## src/rtl/seq_pkg.sv

```systemverilog
// rtl/seq_pkg.sv - opcode constants, error codes and FSM states for the instruction sequencer
package seq_pkg;

  localparam int OP_NOP   = 0;
  localparam int OP_CFG   = 1;
  localparam int OP_START = 2;
  localparam int OP_SYNC  = 3;
  localparam int OP_LOOP  = 4;
  localparam int OP_ENDL  = 5;
  localparam int OP_EOC   = 31;

  typedef enum logic [1:0] {
    ERR_ILLEGAL     = 2'd0,
    ERR_STACK_FULL  = 2'd1,
    ERR_STACK_EMPTY = 2'd2,
    ERR_BAD_ENG     = 2'd3
  } err_code_e;

  typedef enum logic [2:0] {
    ST_IDLE,
    ST_DEC,
    ST_WAIT,
    ST_HALT,
    ST_ERR
  } state_e;

endpackage

```

## src/rtl/seq_loop_stack.sv

```systemverilog
// rtl/seq_loop_stack.sv - LIFO of {return address, remaining count} for hardware loops
module seq_loop_stack #(
  parameter int ADDR_W = 13,
  parameter int CNT_W  = 12,
  parameter int DEPTH  = 4,
  localparam int SP_W  = $clog2(DEPTH + 1),
  localparam int IDX_W = (DEPTH > 1) ? $clog2(DEPTH) : 1
) (
  input  logic              clk,
  input  logic              rst,
  input  logic              push,
  input  logic              pop,
  input  logic              dec,
  input  logic              clr,
  input  logic [ADDR_W-1:0] push_addr,
  input  logic [CNT_W-1:0]  push_cnt,
  output logic              full,
  output logic              empty,
  output logic [ADDR_W-1:0] top_addr,
  output logic [CNT_W-1:0]  top_cnt
);

  logic [ADDR_W-1:0] addr_q [DEPTH];
  logic [CNT_W-1:0]  cnt_q  [DEPTH];
  logic [SP_W-1:0]   sp;
  logic [IDX_W-1:0]  top_idx;
  logic [IDX_W-1:0]  push_idx;

  // top_idx wraps when empty; callers never read top in that case
  assign top_idx  = IDX_W'(sp - SP_W'(1));
  assign push_idx = IDX_W'(sp);
  assign full     = (sp == SP_W'(DEPTH));
  assign empty    = (sp == '0);
  assign top_addr = addr_q[top_idx];
  assign top_cnt  = cnt_q[top_idx];

  always_ff @(posedge clk) begin
    if (rst || clr) begin
      sp <= '0;
    end else if (push) begin
      addr_q[push_idx] <= push_addr;
      cnt_q[push_idx]  <= push_cnt;
      sp               <= sp + SP_W'(1);
    end else if (pop) begin
      sp <= sp - SP_W'(1);
    end else if (dec) begin
      cnt_q[top_idx] <= cnt_q[top_idx] - CNT_W'(1);
    end
  end

endmodule

```

## src/rtl/insn_sequencer.sv

```systemverilog
// rtl/insn_sequencer.sv - ROM-driven sequencer: config writes, engine dispatch/sync, loops
// Optional hardware loops (LOOP/ENDL and the loop stack) are built when SEQ_LOOP_EN is defined.
module insn_sequencer
  import seq_pkg::*;
#(
  parameter int IADDR_W    = 13,
  parameter int INSN_W     = 32,
  parameter int OP_W       = 5,
  parameter int NUM_CFG    = 8,
  parameter int NUM_ENG    = 4,
  parameter int LOOP_DEPTH = 4,
  parameter int CNT_W      = 12,
  localparam int CFG_IDX_W = $clog2(NUM_CFG),
  localparam int ENG_W     = $clog2(NUM_ENG),
  localparam int PAY_W     = INSN_W - OP_W,
  localparam int CFG_W     = PAY_W - CFG_IDX_W
) (
  input  logic                     clk,
  input  logic                     rst,
  input  logic                     run,
  output logic [IADDR_W-1:0]       iaddr,
  input  logic [INSN_W-1:0]        idata,
  output logic [NUM_CFG*CFG_W-1:0] cfg_flat,
  output logic [NUM_CFG-1:0]       cfg_we,
  output logic [NUM_ENG-1:0]       eng_start,
  input  logic [NUM_ENG-1:0]       eng_done,
  input  logic [NUM_ENG-1:0]       eng_idle,
  output logic                     busy,
  output logic                     halted,
  output logic                     err,
  output logic [1:0]               err_code,
  output logic [IADDR_W-1:0]       err_addr
);

  if (CNT_W > PAY_W || LOOP_DEPTH < 1) begin : g_bad_param
    $error("insn_sequencer: loop parameters do not fit the instruction payload");
  end

  state_e             state;
  err_code_e          err_code_q;
  logic [ENG_W-1:0]   wait_eng;
  logic [PAY_W-1:0]   p;
  int                 op_int;
  logic [IADDR_W-1:0] iaddr_nxt;
  logic [CFG_IDX_W-1:0] cfg_idx;
  logic [ENG_W-1:0]   start_eng;
  logic [NUM_ENG-1:0] eff_idle;
  logic               fault;
  err_code_e          fault_code;

  assign p         = idata[PAY_W-1:0];
  assign op_int    = int'(idata[INSN_W-1 -: OP_W]);
  assign iaddr_nxt = iaddr + IADDR_W'(1);
  assign cfg_idx   = p[PAY_W-1 -: CFG_IDX_W];
  assign start_eng = p[ENG_W-1:0];
  // an engine pulsed last cycle may not have dropped eng_idle yet
  assign eff_idle  = eng_idle & ~eng_start;
  assign err_code  = err_code_q;

`ifdef SEQ_LOOP_EN
  logic               stk_full, stk_empty, stk_push, stk_pop, stk_dec, stk_clr;
  logic [IADDR_W-1:0] stk_top_addr;
  logic [CNT_W-1:0]   stk_top_cnt;
  logic               dec_ok;

  assign dec_ok   = (state == ST_DEC) && !fault;
  assign stk_push = dec_ok && (op_int == OP_LOOP);
  assign stk_pop  = dec_ok && (op_int == OP_ENDL) && (stk_top_cnt == '0);
  assign stk_dec  = dec_ok && (op_int == OP_ENDL) && (stk_top_cnt != '0);
  assign stk_clr  = run && (state inside {ST_IDLE, ST_HALT, ST_ERR});

  seq_loop_stack #(.ADDR_W(IADDR_W), .CNT_W(CNT_W), .DEPTH(LOOP_DEPTH)) u_stack (
    .clk(clk), .rst(rst), .push(stk_push), .pop(stk_pop), .dec(stk_dec), .clr(stk_clr),
    .push_addr(iaddr_nxt), .push_cnt(p[CNT_W-1:0]), .full(stk_full), .empty(stk_empty),
    .top_addr(stk_top_addr), .top_cnt(stk_top_cnt)
  );
`endif

  always_comb begin
    fault      = 1'b0;
    fault_code = ERR_ILLEGAL;
    case (op_int)
      OP_NOP, OP_CFG, OP_SYNC, OP_EOC: ;
      OP_START: if (int'(start_eng) >= NUM_ENG) begin
        fault      = 1'b1;
        fault_code = ERR_BAD_ENG;
      end
`ifdef SEQ_LOOP_EN
      OP_LOOP: if (stk_full) begin
        fault      = 1'b1;
        fault_code = ERR_STACK_FULL;
      end
      OP_ENDL: if (stk_empty) begin
        fault      = 1'b1;
        fault_code = ERR_STACK_EMPTY;
      end
`endif
      default: fault = 1'b1;
    endcase
  end

  always_ff @(posedge clk) begin
    if (rst) begin
      state      <= ST_IDLE;
      iaddr      <= '0;
      cfg_flat   <= '0;
      cfg_we     <= '0;
      eng_start  <= '0;
      busy       <= 1'b0;
      halted     <= 1'b0;
      err        <= 1'b0;
      err_code_q <= ERR_ILLEGAL;
      err_addr   <= '0;
      wait_eng   <= '0;
    end else begin
      cfg_we    <= '0;
      eng_start <= '0;
      case (state)
        ST_IDLE, ST_HALT, ST_ERR: if (run) begin
          state      <= ST_DEC;
          busy       <= 1'b1;
          iaddr      <= '0;
          halted     <= 1'b0;
          err        <= 1'b0;
          err_code_q <= ERR_ILLEGAL;
          err_addr   <= '0;
        end
        ST_DEC: begin
          if (fault) begin
            state      <= ST_ERR;
            busy       <= 1'b0;
            err        <= 1'b1;
            err_code_q <= fault_code;
            err_addr   <= iaddr;
          end else begin
            case (op_int)
              OP_NOP: iaddr <= iaddr_nxt;
              OP_CFG: begin
                cfg_flat[cfg_idx*CFG_W +: CFG_W] <= p[CFG_W-1:0];
                cfg_we[cfg_idx]                  <= 1'b1;
                iaddr                            <= iaddr_nxt;
              end
              OP_START: if (eff_idle[start_eng]) begin
                eng_start[start_eng] <= 1'b1;
                if (p[PAY_W-1]) begin
                  iaddr <= iaddr_nxt;
                end else begin
                  state    <= ST_WAIT;
                  wait_eng <= start_eng;
                end
              end
              OP_SYNC: if ((p[NUM_ENG-1:0] & ~eff_idle) == '0) iaddr <= iaddr_nxt;
`ifdef SEQ_LOOP_EN
              OP_LOOP: iaddr <= iaddr_nxt;
              OP_ENDL: iaddr <= (stk_top_cnt == '0) ? iaddr_nxt : stk_top_addr;
`endif
              OP_EOC: begin
                state  <= ST_HALT;
                busy   <= 1'b0;
                halted <= 1'b1;
              end
              default: ;
            endcase
          end
        end
        // done is ignored while our own start pulse is still on the wire
        ST_WAIT: if (!eng_start[wait_eng] && eng_done[wait_eng]) begin
          state <= ST_DEC;
          iaddr <= iaddr_nxt;
        end
        default: state <= ST_IDLE;
      endcase
    end
  end

endmodule

```

## config.mk

```make
export PLATFORM = sky130hd
export DESIGN_NAME = insn_sequencer
export DESIGN_NICKNAME = d
export VERILOG_FILES = /design/src/rtl/seq_pkg.sv /design/src/rtl/seq_loop_stack.sv /design/src/rtl/insn_sequencer.sv
export SDC_FILE = /design/constraint.sdc
export NUM_CORES = 1
export LEC_CHECK = 0
export BUFFER_PORTS_ARGS = -buffer_cell sky130_fd_sc_hd__buf_2
export CORE_ASPECT_RATIO = 1.25
export CORE_MARGIN = 2
export CORE_UTILIZATION = 43
export DETAILED_ROUTE_END_ITERATION = 8
export PLACE_DENSITY = 0.69
export SKIP_LAST_GASP = 1
export SLEW_MARGIN = 20
export SYNTH_ARGS = -nofsm -noshare
export SYNTH_HDL_FRONTEND = slang
export SYNTH_SLANG_ARGS = --single-unit
```

## constraint.sdc

```tcl
create_clock -name clk -period 3.8 [get_ports clk]
set_input_delay 0.76 -clock clk [delete_from_list [all_inputs] [get_ports clk]]
set_output_delay 0.76 -clock clk [all_outputs]
set_load 0.005 [all_outputs]
```

==> results.toml <==
[clock_tree]
htreeDepth = 1
cts-root-buf = "clkbuf_16"
clk_latency_ps = 530
cts.sinks = 238
cts_setup_buffers = 0
clk_path_buf_depth = 3
numCtsBuffers = 24
cts_resized = 0
hold_buffers = 0
path_clk_slew_ps = 60
cts_tree = "built"

[global_routing]
antenna_found_initial = 2
grt_overflow_total = 0
grt_pass1_vias = 9849
grt_start_max_net_pins = 65
grt_pass1_wl_um = 55900
grt_use_total_pct = 26.0

[critical_path]
worstReg2RegEnd = "cfg_flat[184]"
cp-startpoint = "idata[25]"
criticalPathCategory = "primary input to register"
endpoint_kind = "register"
timing.critical_path.from_type = "primary input"
r2r_slack_ps = 840
reg2reg_from = "state[0]"
required_ps = 4250
cp.arrival_ps = 3800
r2r_cells = 5
cp_max_fo = 8

[synth]
synth_xor_area_share_pct = 1.26
syn_inst = 1244
ys_types = 78
async_flop_share_pct = 0
synth_ff_type = "dfxtp_1"
synth-edff-count = 0
synth-compound-area-share_pct = 19.9
yosys.area.top_type = "dfxtp_1"
ys_warn_count = 0
ys_ff_latch = 238
yosys.area_share.simple_pct = 21.4
syn_avg_cell_area_um2 = 8.89
synth_top_area_share_pct = 43.1
synthTopCellsByArea = "dfxtp_1 43%, mux2i_1 7.6%, nor2_1 6.5%"
synth_top_family_by_area = "simple AND/OR/NAND/NOR gates"
synth_area_um2 = 11100
synth_mux_area_share_pct = 8.32
synth_adder_area_share_pct = 1.31
ys_seq_area_share_pct = 43.1

[sta]
rsz0062_at_grt = "no"
setup_tns_ps = 0
hold_violations = 0
slew_headroom_pct = 39.7
fin_crit_sh_pct = 88.1
finClkSkew_ps = 9.04
period_needed_ps = 3350
worst_pin_slew_ps = 901
hold_ws_ps = 452
max_clock_freq_mhz = 299
slew_viol_final = 0
setup_ws_ps = 451
final-setup-viol-count = 0

[route]
wirelength_um = 36700
drc_errors = 0
initialDrtViolationCount = 862
drt_pass1_iterations = 7
num_vias = 10467
ant_nets = 0
vias_per_cell = 5.58
wl_per_cell_um = 19.6

[power_and_ir_drop]
p_sw_w = 0.00161
sw_frac_of_total_pct = 27.1
p_leak_nw = 5.83
powerDensity_nw_per_um2 = 427
vdd_drop_max_uv = 302
p_clk_share_pct = 43.7
power_frac_seq_pct = 42.4
p_int_w = 0.00432
combPwrFrac_pct = 13.9

[finish]
utilization_pct = 54.9
nets = 1577
drive_gt1_share_pct = 28.6
areaGrowthSynthToFinish_pct = 25.5
post-route-cell-area_um2 = 13900
antenna_cells = 0

[place]
io_buffers = 275
place_ws_ps = -74.3
hpwl_um = 26600
gp_congestion = 1.01
dpl_cell_area_um2 = 13000

[job]
cap_violations = 0

[floorplan]
start_util_pct = 43.7
row_count = 65
die_area_um2 = 27000
ios = 278
core_area_um2 = 25300
die_w_um = 147
dieHeight_um = 183

[hold_path]
hold_class = "register to register"
hold_start = "err"
whs_endpoint = "err"
worstHoldPathCells = 1

[run_status]
status = "finished, final reports clean"
==> layer usage <==
metal	track usage (%)	vias up	routed length, um	part of all wire (%)
met5	0	-	13	0.035
met4	11.1	2	1460	4.0
met3	5.95	111	3000	8.2
met2	42.7	453	17000	46
met1	32.8	4846	15200	41
li1	-	5055	-	-
==> area by class of cell <==
type	instances	area, um2
clock inverters	12	206
inverters	19	71.3
fillers	2380	11400
clock buffers	31	657
multi-input cells	889	5800
repair buffers	351	1960
well taps	335	419
flip-flops and latches	238	4760
==> critical path, cell delays in order <==
cell and delay [ps]:
buf_2 130, ha_1 200, fa_1 480, xor2_1 360, nor2_1 120, ha_1 350
inv_1 210, nand4_2 330, or4_1 650, o21ai_0 200
==> cells by family (layout without fill, tap and decap cells) <==
group,Yosys count,in the layout
fa+ha+maj,11,11
simple gates,458,458
xor+xnor,9,9
mux,89,89
other cells,1,2
compound gates,320,320
buf+inv,118,413
flops,238,238
==> worst max path at each step <==
stage	endpoint	slack (ps)	depth (start not counted)
global route	cfg_flat[74]	240	11
detailed placement	cfg_flat[185]	-70	10
finish	cfg_flat[184]	450	10
CTS	cfg_flat[185]	450	10
floorplan	cfg_flat[68]	60	11
global placement	cfg_flat[190]	30	10
==> flip-flops by register name, summed over array words and instances, names as in the netlist <==
| name | flops |
|---|---|
| state | 3 |
| err | 1 |
| err_addr | 13 |
| iaddr | 13 |
| eng_start | 4 |
| cfg_we | 8 |
| wait_eng | 2 |
| halted | 1 |
| cfg_flat | 192 |
| busy | 1 |
==> stage by stage <==
stage	power (W)	instances
2_1_floorplan	0.00307	1245
3_3_place_gp	0.00337	1832
3_5_place_dp	0.00338	1832
4_1_cts	0.00596	1875
5_1_grt	0.00612	1875
6_report	0.00593	1875
==> cell usage after synthesis, types with 9 or more instances <==
cell type / instances
a22oi_1: 34
a22o_1: 16
a31oi_1: 9
nor3_1: 9
ha_1: 10
mux2i_1: 84
o21ai_0: 33
nand2b_1: 18
a21oi_1: 72
inv_1: 19
nor3b_1: 16
a21o_1: 18
nand4_1: 10
and3_1: 10
nor2_1: 191
dfxtp_1: 238
clkbuf_1: 61
and2_1: 11
a211oi_1: 76
buf_2: 24
nand3_1: 40
o31ai_1: 16
nand2_1: 86
==> layout by cell type, fill, tap and decap left out, drive strengths merged, types with 6 or more instances in the layout <==
master and instances:
o31ai 16, buf 351, nor3b 17, a21o 18
a211oi 77, a21oi 75, inv 19, nor2b 6
a32oi 8, nor3 19, clkinv 6, nand2b 18
mux2i 84, or4b 9, o2bb2ai 6, or4 8
a22oi 35, nand3 41, dfxtp 238, a22o 16
nand4 13, nor2 195, o21ai 34, ha 10
and2 11, nor4 9, nand2 88, a31oi 10
o22ai 6, and3 10, clkbuf 31, or3 6
==> power by group through the flow <==
stage          combinational (W)  sequential [W]  clock [W]
6_report                0.000826         0.00251    0.00259
5_1_grt                 0.000873         0.00251    0.00274
4_1_cts                 0.000808         0.00251    0.00264
3_5_place_dp            0.000805         0.00257          0
3_3_place_gp            0.000804         0.00257          0
2_1_floorplan           0.000504         0.00257          0
No activity file was read; power rests on OpenSTA's default activity.
